`src/rtl/instr_cache.sv`:
```
// Direct-mapped read-only instruction cache with 4-word blocks and a single-block refill FSM.
// Optional hit/miss counters are enabled with ICACHE_STATS_EN.
module instr_cache #(
  parameter int unsigned INDEX_BITS = 3,
  parameter int unsigned TAG_BITS   = 3
) (
  input  logic                           CLK,
  input  logic                           RESET,
  input  logic [31:0]                    PC,
  output logic [31:0]                    INSTRUCTION,
  output logic                           BUSYWAIT,
  output logic                           MEM_READ,
  output logic [TAG_BITS+INDEX_BITS-1:0] MEM_ADDRESS,
  input  logic [127:0]                   MEM_READDATA,
  input  logic                           MEM_BUSYWAIT
`ifdef ICACHE_STATS_EN
  ,
  output logic [15:0]                    HIT_COUNT,
  output logic [15:0]                    MISS_COUNT
`endif
);

  localparam int unsigned ADDR_W = TAG_BITS + INDEX_BITS;
  localparam int unsigned NBLK   = 1 << INDEX_BITS;
  localparam int unsigned TOP    = ADDR_W + 4;

  typedef enum logic [1:0] {S_IDLE, S_MEM_READ, S_UPDATE} state_e;

  state_e                state_q, state_d;
  logic                  first_q, first_d;
  logic [ADDR_W-1:0]     refill_addr_q, refill_addr_d;
  logic [127:0]          refill_data_q, refill_data_d;
  logic [NBLK-1:0]       valid_q, valid_d;
  logic [TAG_BITS-1:0]   tag_mem [NBLK];
  logic [127:0]          data_mem [NBLK];

  logic [1:0]            pc_off;
  logic [INDEX_BITS-1:0] pc_idx;
  logic [TAG_BITS-1:0]   pc_tag;
  logic [INDEX_BITS-1:0] fill_idx;
  logic [TAG_BITS-1:0]   fill_tag;
  logic [127:0]          line_c;
  logic                  hit_c;
  logic                  busy_c;
  logic                  mem_read_c;
  logic                  unused_pc_bits;

  assign pc_off         = PC[3:2];
  assign pc_idx         = PC[INDEX_BITS+3:4];
  assign pc_tag         = PC[TOP-1:INDEX_BITS+4];
  assign unused_pc_bits = ^{PC[31:TOP], PC[1:0]};
  assign fill_idx       = refill_addr_q[INDEX_BITS-1:0];
  assign fill_tag       = refill_addr_q[ADDR_W-1:INDEX_BITS];

  assign hit_c  = valid_q[pc_idx] && (tag_mem[pc_idx] == pc_tag);
  assign line_c = data_mem[pc_idx];

  // Next-state and refill control
  always_comb begin
    state_d       = state_q;
    first_d       = first_q;
    refill_addr_d = refill_addr_q;
    refill_data_d = refill_data_q;
    valid_d       = valid_q;
    busy_c        = 1'b1;
    mem_read_c    = 1'b0;
    case (state_q)
      S_IDLE: begin
        busy_c = !hit_c;
        if (!hit_c) begin
          refill_addr_d = {pc_tag, pc_idx};
          first_d       = 1'b1;
          state_d       = S_MEM_READ;
        end
      end
      S_MEM_READ: begin
        mem_read_c = 1'b1;
        // The first cycle gives memory time to raise its busy flag.
        if (first_q) begin
          first_d = 1'b0;
        end else if (!MEM_BUSYWAIT) begin
          refill_data_d = MEM_READDATA;
          state_d       = S_UPDATE;
        end
      end
      S_UPDATE: begin
        valid_d[fill_idx] = 1'b1;
        state_d           = S_IDLE;
      end
      default: state_d = S_IDLE;
    endcase
  end

  always_ff @(posedge CLK or negedge RESET) begin
    if (!RESET) begin
      state_q       <= S_IDLE;
      first_q       <= 1'b0;
      refill_addr_q <= '0;
      refill_data_q <= '0;
      valid_q       <= '0;
    end else begin
      state_q       <= state_d;
      first_q       <= first_d;
      refill_addr_q <= refill_addr_d;
      refill_data_q <= refill_data_d;
      valid_q       <= valid_d;
    end
  end

  // Tag and data arrays are qualified by valid_q, so they carry no reset.
  always_ff @(posedge CLK) begin
    if (state_q == S_UPDATE) begin
      tag_mem[fill_idx]  <= fill_tag;
      data_mem[fill_idx] <= refill_data_q;
    end
  end

  assign BUSYWAIT    = RESET & busy_c;
  assign MEM_READ    = RESET & mem_read_c;
  assign MEM_ADDRESS = MEM_READ ? refill_addr_q : '0;
  assign INSTRUCTION = RESET ? line_c[{pc_off, 5'd0} +: 32] : 32'h0;

`ifdef ICACHE_STATS_EN
  logic [15:0] hit_count_q, hit_count_d;
  logic [15:0] miss_count_q, miss_count_d;

  // Saturating event counters
  always_comb begin
    hit_count_d  = hit_count_q;
    miss_count_d = miss_count_q;
    if ((state_q == S_IDLE) && hit_c && (hit_count_q != 16'hFFFF))
      hit_count_d = hit_count_q + 16'd1;
    if ((state_q == S_IDLE) && !hit_c && (miss_count_q != 16'hFFFF))
      miss_count_d = miss_count_q + 16'd1;
  end

  always_ff @(posedge CLK or negedge RESET) begin
    if (!RESET) begin
      hit_count_q  <= '0;
      miss_count_q <= '0;
    end else begin
      hit_count_q  <= hit_count_d;
      miss_count_q <= miss_count_d;
    end
  end

  assign HIT_COUNT  = hit_count_q;
  assign MISS_COUNT = miss_count_q;
`endif

endmodule

```
`config.mk`:
```
export PLATFORM = sky130hd
export DESIGN_NAME = instr_cache
export DESIGN_NICKNAME = d
export VERILOG_FILES = /design/src/rtl/instr_cache.sv
export SDC_FILE = /design/constraint.sdc
export NUM_CORES = 1
export LEC_CHECK = 0
export CORE_UTILIZATION = 40
export CTS_CLUSTER_SIZE = 40
export DETAILED_ROUTE_END_ITERATION = 10
export GPL_TIMING_DRIVEN = 0
export REMOVE_ABC_BUFFERS = 1
export SYNTH_ARGS = -nofsm -noshare
export SYNTH_HDL_FRONTEND = slang
export SYNTH_SLANG_ARGS = --single-unit
export TNS_END_PERCENT = 5
```
`constraint.sdc`:
```
create_clock -name CLK -period 18.8 [get_ports CLK]
set_input_delay 3.76 -clock CLK [delete_from_list [all_inputs] [get_ports CLK]]
set_output_delay 3.76 -clock CLK [all_outputs]
set_load 0.05 [all_outputs]
```
==> impl_metrics.tcl, run 1 <==
set metrics [dict create \
    status "complete, no violations" \
    r2r_cells 8 \
    wl_per_cell_um 25.5 \
    ys_seq_area_frac 0.776 \
    yosysTopAreaCellShare 0.695 \
    ys_types 31 \
    clkLatencyLatePin_ns 0.70 \
    cp.arrival_ns 7.17 \
    cp-start-kind "input port" \
    postCtsSetupRepairBufs 0 \
    crit_buf_inv 5 \
    power.total_uw 6970 \
    grt_max_degree 102 \
    r2r_setup_slack_ns 15.54 \
    rr_endpoint "data_mem[0][20]" \
    antenna_left 0 \
    avgSynthCellArea_um2 24.2 \
    finalNetCount 2341 \
    die-area_um2 114000 \
    grt_pass1_wl_um 144000 \
    synth_top_area_cell "edfxtp_1" \
    clock_sinks 1193 \
    hold_class "reg2reg" \
    grt_pass1_vias 21700 \
    critPathMaxFanout 56 \
    initial_utilization 0.403 \
    whs_path_depth 1 \
    routed_wl_um 96400 \
    gr-total-overflow 0 \
    layout_commonest_cell "edfxtp_1" \
    groute.usage.overall 0.170 \
    layout_setup_ws_ns 7.87 \
    antenna_found_initial 6 \
    die_w_um 338 \
    hold_viol 0 \
    core_um2 112000 \
    path_cells "buf_8, buf_16, clkinv_2, buf_12, nor2_1, and2_1, clkdlybuf4s50_1" \
    rsz0062_at_grt "false" \
    vias 20100 \
    fin_area_um2 54400 \
    cts_root_buf "clkbuf_16" \
    slew_violations 0 \
    cts_buffers 118 \
    cts_resized 0 \
    clockBufferDepth 3 \
    syn2layout_area_growth_pct 20.2 \
    htree_num_levels 3 \
    drtIter0Drc 1491 \
    viasPerCell 5.31 \
    endpoint_kind "output port" \
    layout-drive-gt1-share 0.345 \
    cp_top_family "buffers and inverters" \
    place.gp.congestion 0.673 \
    rows 123 \
    fin_worst_skew_ns 0.0226 \
    die_h_um 338 \
    most-common-layout-cells "edfxtp_1 (1048), mux4_2 (326), clkdlybuf4s50_1 (172)" \
    relSlewSlack 0.332 \
    cts_tree "done" \
    ys_ff_latch 1193 \
    cts_hold_buf 0 \
    cp.required_ns 15.04 \
    min_from "valid_q[6]" \
    powerDensity_nw_per_um2 128 \
    path_clk_slew_ns 0.06 \
    io_pins 203 \
    r2r-start "state_q[0]" \
    ir_drop_mv 0.0822 \
    tightest_slew_ns 0.997 \
    ys_top_cells_by_area "edfxtp_1 (70%), mux4_2 (16%), dfrtp_1 (8.0%)" \
    fin_crit_sh 0.582 \
    critPathMaxStageDelay_ns 0.83 \
    dpl_worst_slack_ns 7.70 \
    syn_inst 1870 \
    dr.pass1.iters 6 \
    max_cap_viol_count 0 \
    dp_hpwl_um 59000 \
    yosys_warnings 0 \
    leakage_uw 0.0177 \
    cpMaxStageDelayCell "clkdlybuf4s50_1" \
    min_to "valid_q[6]" \
    portBuffers 178 \
    drc 0 \
    worstSetupPathType "in2out" \
    synthesis.area_um2 45300 \
    max_freq_mhz 91.5 \
    setup_violations 0 \
    period_needed_ns 10.93 \
    postPlaceCellArea_um2 50300 \
]
## cell families (layout without fill, tap and decap cells)
| group | after synthesis | count (layout) | synth area share |
|---|---|---|---|
| compound gates | 6 | 6 | 0.00113 |
| xor+xnor | 2 | 2 | 0.000387 |
| simple gates | 75 | 75 | 0.00777 |
| flops | 1193 | 1193 | 0.776 |
| buf+inv | 96 | 510 | 0.0105 |
| other cells | 0 | 1 | 0 |
| mux | 498 | 498 | 0.205 |
## layout make-up
type | count | area, um^2
clock buffers | 164 | 3410
inverters | 1 | 5.00
clock inverters | 62 | 727
multi-input cells | 581 | 9740
flip-flops and latches | 1193 | 35100
repair buffers | 283 | 3550
fillers | 8985 | 57900
well taps | 1500 | 1880
diodes | 1 | 2.50
## worst max path at each step
stage / from / end / slack (ns) / cells past startpoint
2_1_floorplan: MEM_BUSYWAIT / refill_data_q[0] / 5.15 / 2
3_3_place_gp: PC[4] / BUSYWAIT / -8.89 / 7
3_5_place_dp: RESET / MEM_ADDRESS[4] / 7.70 / 7
4_1_cts: RESET / MEM_ADDRESS[4] / 7.70 / 7
5_1_grt: RESET / MEM_ADDRESS[2] / 7.66 / 7
6_report: RESET / MEM_ADDRESS[4] / 7.87 / 7
## state kept, by name, summed over array words and instances, names as in the netlist
name / flops
state_q: 2
data_mem: 1024
refill_addr_q: 6
tag_mem: 24
valid_q: 8
first_q: 1
refill_data_q: 128
## cells in the mapped netlist (all sizes together)
cell and instances:
a2111oi 1, nor3b 1, or2 8, buf 52, o31ai 1, a21oi 1, a211oi 1, mux2i 34
nand3 1, mux4 326, nand3b 1, edfxtp 1048, nor2b 1, nor2 42, nand2 5, or4 1
and2 6, clkbuf 43, xor2 2, mux2 138, clkinv 1, or3b 1, nor3 4, dfrtp 145
nand2b 4, o21ai 1, o22ai 1
## per-layer routing
layer	global-route usage	vias up	routed length, um
li1	-	8542	-
met1	0.235	11000	41700
met2	0.284	453	48700
met3	0.0244	129	4090
met4	0.0452	4	1900
met5	0	-	27
## through the flow
step                      TNS [ns]  utilization  cells  hold slack [ns]
after detailed placement         0        0.447   3558            0.456
after floorplan                  0            -   1775            0.434
after global routing             0        0.484   3785            0.471
after global placement    -1875.14        0.431   3453            0.445
after CTS                        0        0.484   3784            0.466
final                            0        0.484   3785            0.464
## where the power goes
| group | switching (uW) | internal [uW] |
|---|---|---|
| logic | 321 | 368 |
| registers | 346 | 3470 |
| clock network | 985 | 1470 |
| total | 1650 | 5310 |
Note: power is estimated with default switching activity, not from simulation.
==> inputs of run 2 (changes only) <==
==> constraint.sdc (replaced) <==
create_clock -name CLK -period 9.7 [get_ports CLK]
set_input_delay 1.94 -clock CLK [delete_from_list [all_inputs] [get_ports CLK]]
set_output_delay 1.94 -clock CLK [all_outputs]
set_load 0.05 [all_outputs]
==> results of run 2 <==
Same layout as run 1 (identical final DEF). Status: complete, no violations.
Among the figures that moved: setup slack after placement 7.70 ns -> 2.24 ns; setup slack after layout 7.87 ns -> 2.41 ns; register-to-register setup slack 15.54 ns -> 6.44 ns; total power 6970 uW -> 13500 uW; worst IR drop on VDD 0.0822 mV -> 0.159 mV
==> inputs of run 3 (changes only) <==
==> constraint.sdc (replaced) <==
create_clock -name CLK -period 5.85 [get_ports CLK]
set_input_delay 1.17 -clock CLK [delete_from_list [all_inputs] [get_ports CLK]]
set_output_delay 1.17 -clock CLK [all_outputs]
set_load 0.05 [all_outputs]
==> impl_metrics.tcl, run 3 (synthesized netlist as in run 1, its figures left out) <==
set metrics [dict create \
    cts_root_buf "clkbuf_16" \
    core_um2 112000 \
    r2r-start "state_q[0]" \
    status "complete, no violations" \
    relSlewSlack 0.332 \
    clkLatencyLatePin_ns 0.70 \
    stdcell_count 3785 \
    die_w_um 338 \
    crit_buf_inv 4 \
    r2r_cells 8 \
    die-area_um2 114000 \
    top_register "data_mem" \
    powerDensity_nw_per_um2 411 \
    die_h_um 338 \
    cts_tree "done" \
    period_needed_ns 5.64 \
    clockBufferDepth 3 \
    setup_violations 0 \
    drc 0 \
    cpMaxStageDelayCell "clkdlybuf4s50_1" \
    routed_wl_um 96300 \
    cts_resized 1 \
    cp-startpoint "PC[4]" \
    critPathMaxFanout 71 \
    cp.depth 8 \
    postLayoutCoreUtil 0.484 \
    rsz0062_at_grt "false" \
    path_cells "buf_8, buf_16, buf_16, mux4_2, mux4_2, mux2i_1, nor2_1, clkdlybuf4s50_1" \
    leakage_uw 0.0177 \
    critPathMaxStageDelay_ns 0.73 \
    hold_viol 0 \
    syn2layout_area_growth_pct 20.2 \
    cts_buffers 118 \
    place_inst 3558 \
    cts_hold_buf 0 \
    cp-start-kind "input port" \
    grt_pass1_vias 21700 \
    dr.pass1.iters 6 \
    hold_class "in2async" \
    cp-endpoint "INSTRUCTION[6]" \
    fin_crit_sh 0.964 \
    initial_utilization 0.403 \
    cp_top_family "buffers and inverters" \
    slew_violations 0 \
    place.gp.congestion 0.673 \
    worstSetupPathType "in2out" \
    finalNetCount 2341 \
    antenna_left 0 \
    r2r_setup_slack_ns 2.59 \
    htree_num_levels 3 \
    grt_pass1_wl_um 144000 \
    largest_register_ffs 1024 \
    ir_drop_mv 0.264 \
    groute.usage.overall 0.170 \
    grt_max_degree 102 \
    endpoint_kind "output port" \
    portBuffers 178 \
    rows 123 \
    hold_ws_ns 0.365 \
    reg_top3 "data_mem: 1024 flops, refill_data_q: 128 flops, tag_mem: 24 flops" \
    io_pins 203 \
    dp_hpwl_um 59000 \
    drtIter0Drc 1497 \
    most-common-layout-cells "edfxtp_1 (1048), mux4_2 (326), clkdlybuf4s50_1 (172)" \
    clock_sinks 1193 \
    fin_worst_skew_ns 0.0226 \
    antenna_found_initial 6 \
    gr-total-overflow 0 \
    vias 20100 \
    wl_per_cell_um 25.5 \
    path_clk_slew_ns 0.06 \
    max_freq_mhz 177 \
    rr_endpoint "data_mem[0][20]" \
    postCtsSetupRepairBufs 0 \
    max_cap_viol_count 0 \
    tightest_slew_ns 0.997 \
    viasPerCell 5.31 \
    cp.arrival_ns 4.47 \
    cp.required_ns 4.68 \
    tns_ns 0 \
    layout-drive-gt1-share 0.345 \
    layout_commonest_cell "edfxtp_1" \
]
## run 3: cell counts in the layout (fill, tap and decap cells not counted)
Identical to the previous run, type by type.
## run 3: cell type report
cell class | count | area [um^2]
Multi-Input combinational cell | 581 | 9740
Antenna cell | 1 | 2.50
Clock buffer | 164 | 3410
Tap cell | 1500 | 1880
Inverter | 1 | 8.76
Fill cell | 8985 | 57900
Clock inverter | 62 | 727
Sequential cell | 1193 | 35100
Timing Repair Buffer | 283 | 3550
## run 3: stage by stage
step / area [um^2] / setup slack (ns) / total power [uW]
final: 54400 / 0.211 / 22400
after global placement: 48400 / -16.78 / 14700
after CTS: 54400 / 0.150 / 22600
after floorplan: 44800 / -5.21 / 13600
after detailed placement: 50300 / -0.0719 / 14700
after global routing: 54400 / 0.0213 / 23200
## run 3: per-layer routing
layer  GRT usage  routed length [um]
met5           0                  27
met4      0.0452                1900
met3      0.0244                4030
met2       0.284               48700
met1       0.235               41700
## run 3: worst min-delay path by stage
stage / from / slack (ns) / to
after CTS: RESET / 0.35 / refill_data_q[127]
after global routing: RESET / 0.37 / refill_data_q[127]
final: RESET / 0.36 / refill_data_q[127]
after floorplan: valid_q[2] / 0.43 / valid_q[2]
after global placement: valid_q[6] / 0.45 / valid_q[6]
after detailed placement: valid_q[6] / 0.46 / valid_q[6]
## run 3: where the power goes
part           switching (uW)  internal [uW]  leakage, uW  total (uW)
combinational            1030           1180      0.00454        2220
clock                    3160           4730      0.00201        7890
sequential               1110          11200       0.0112       12300
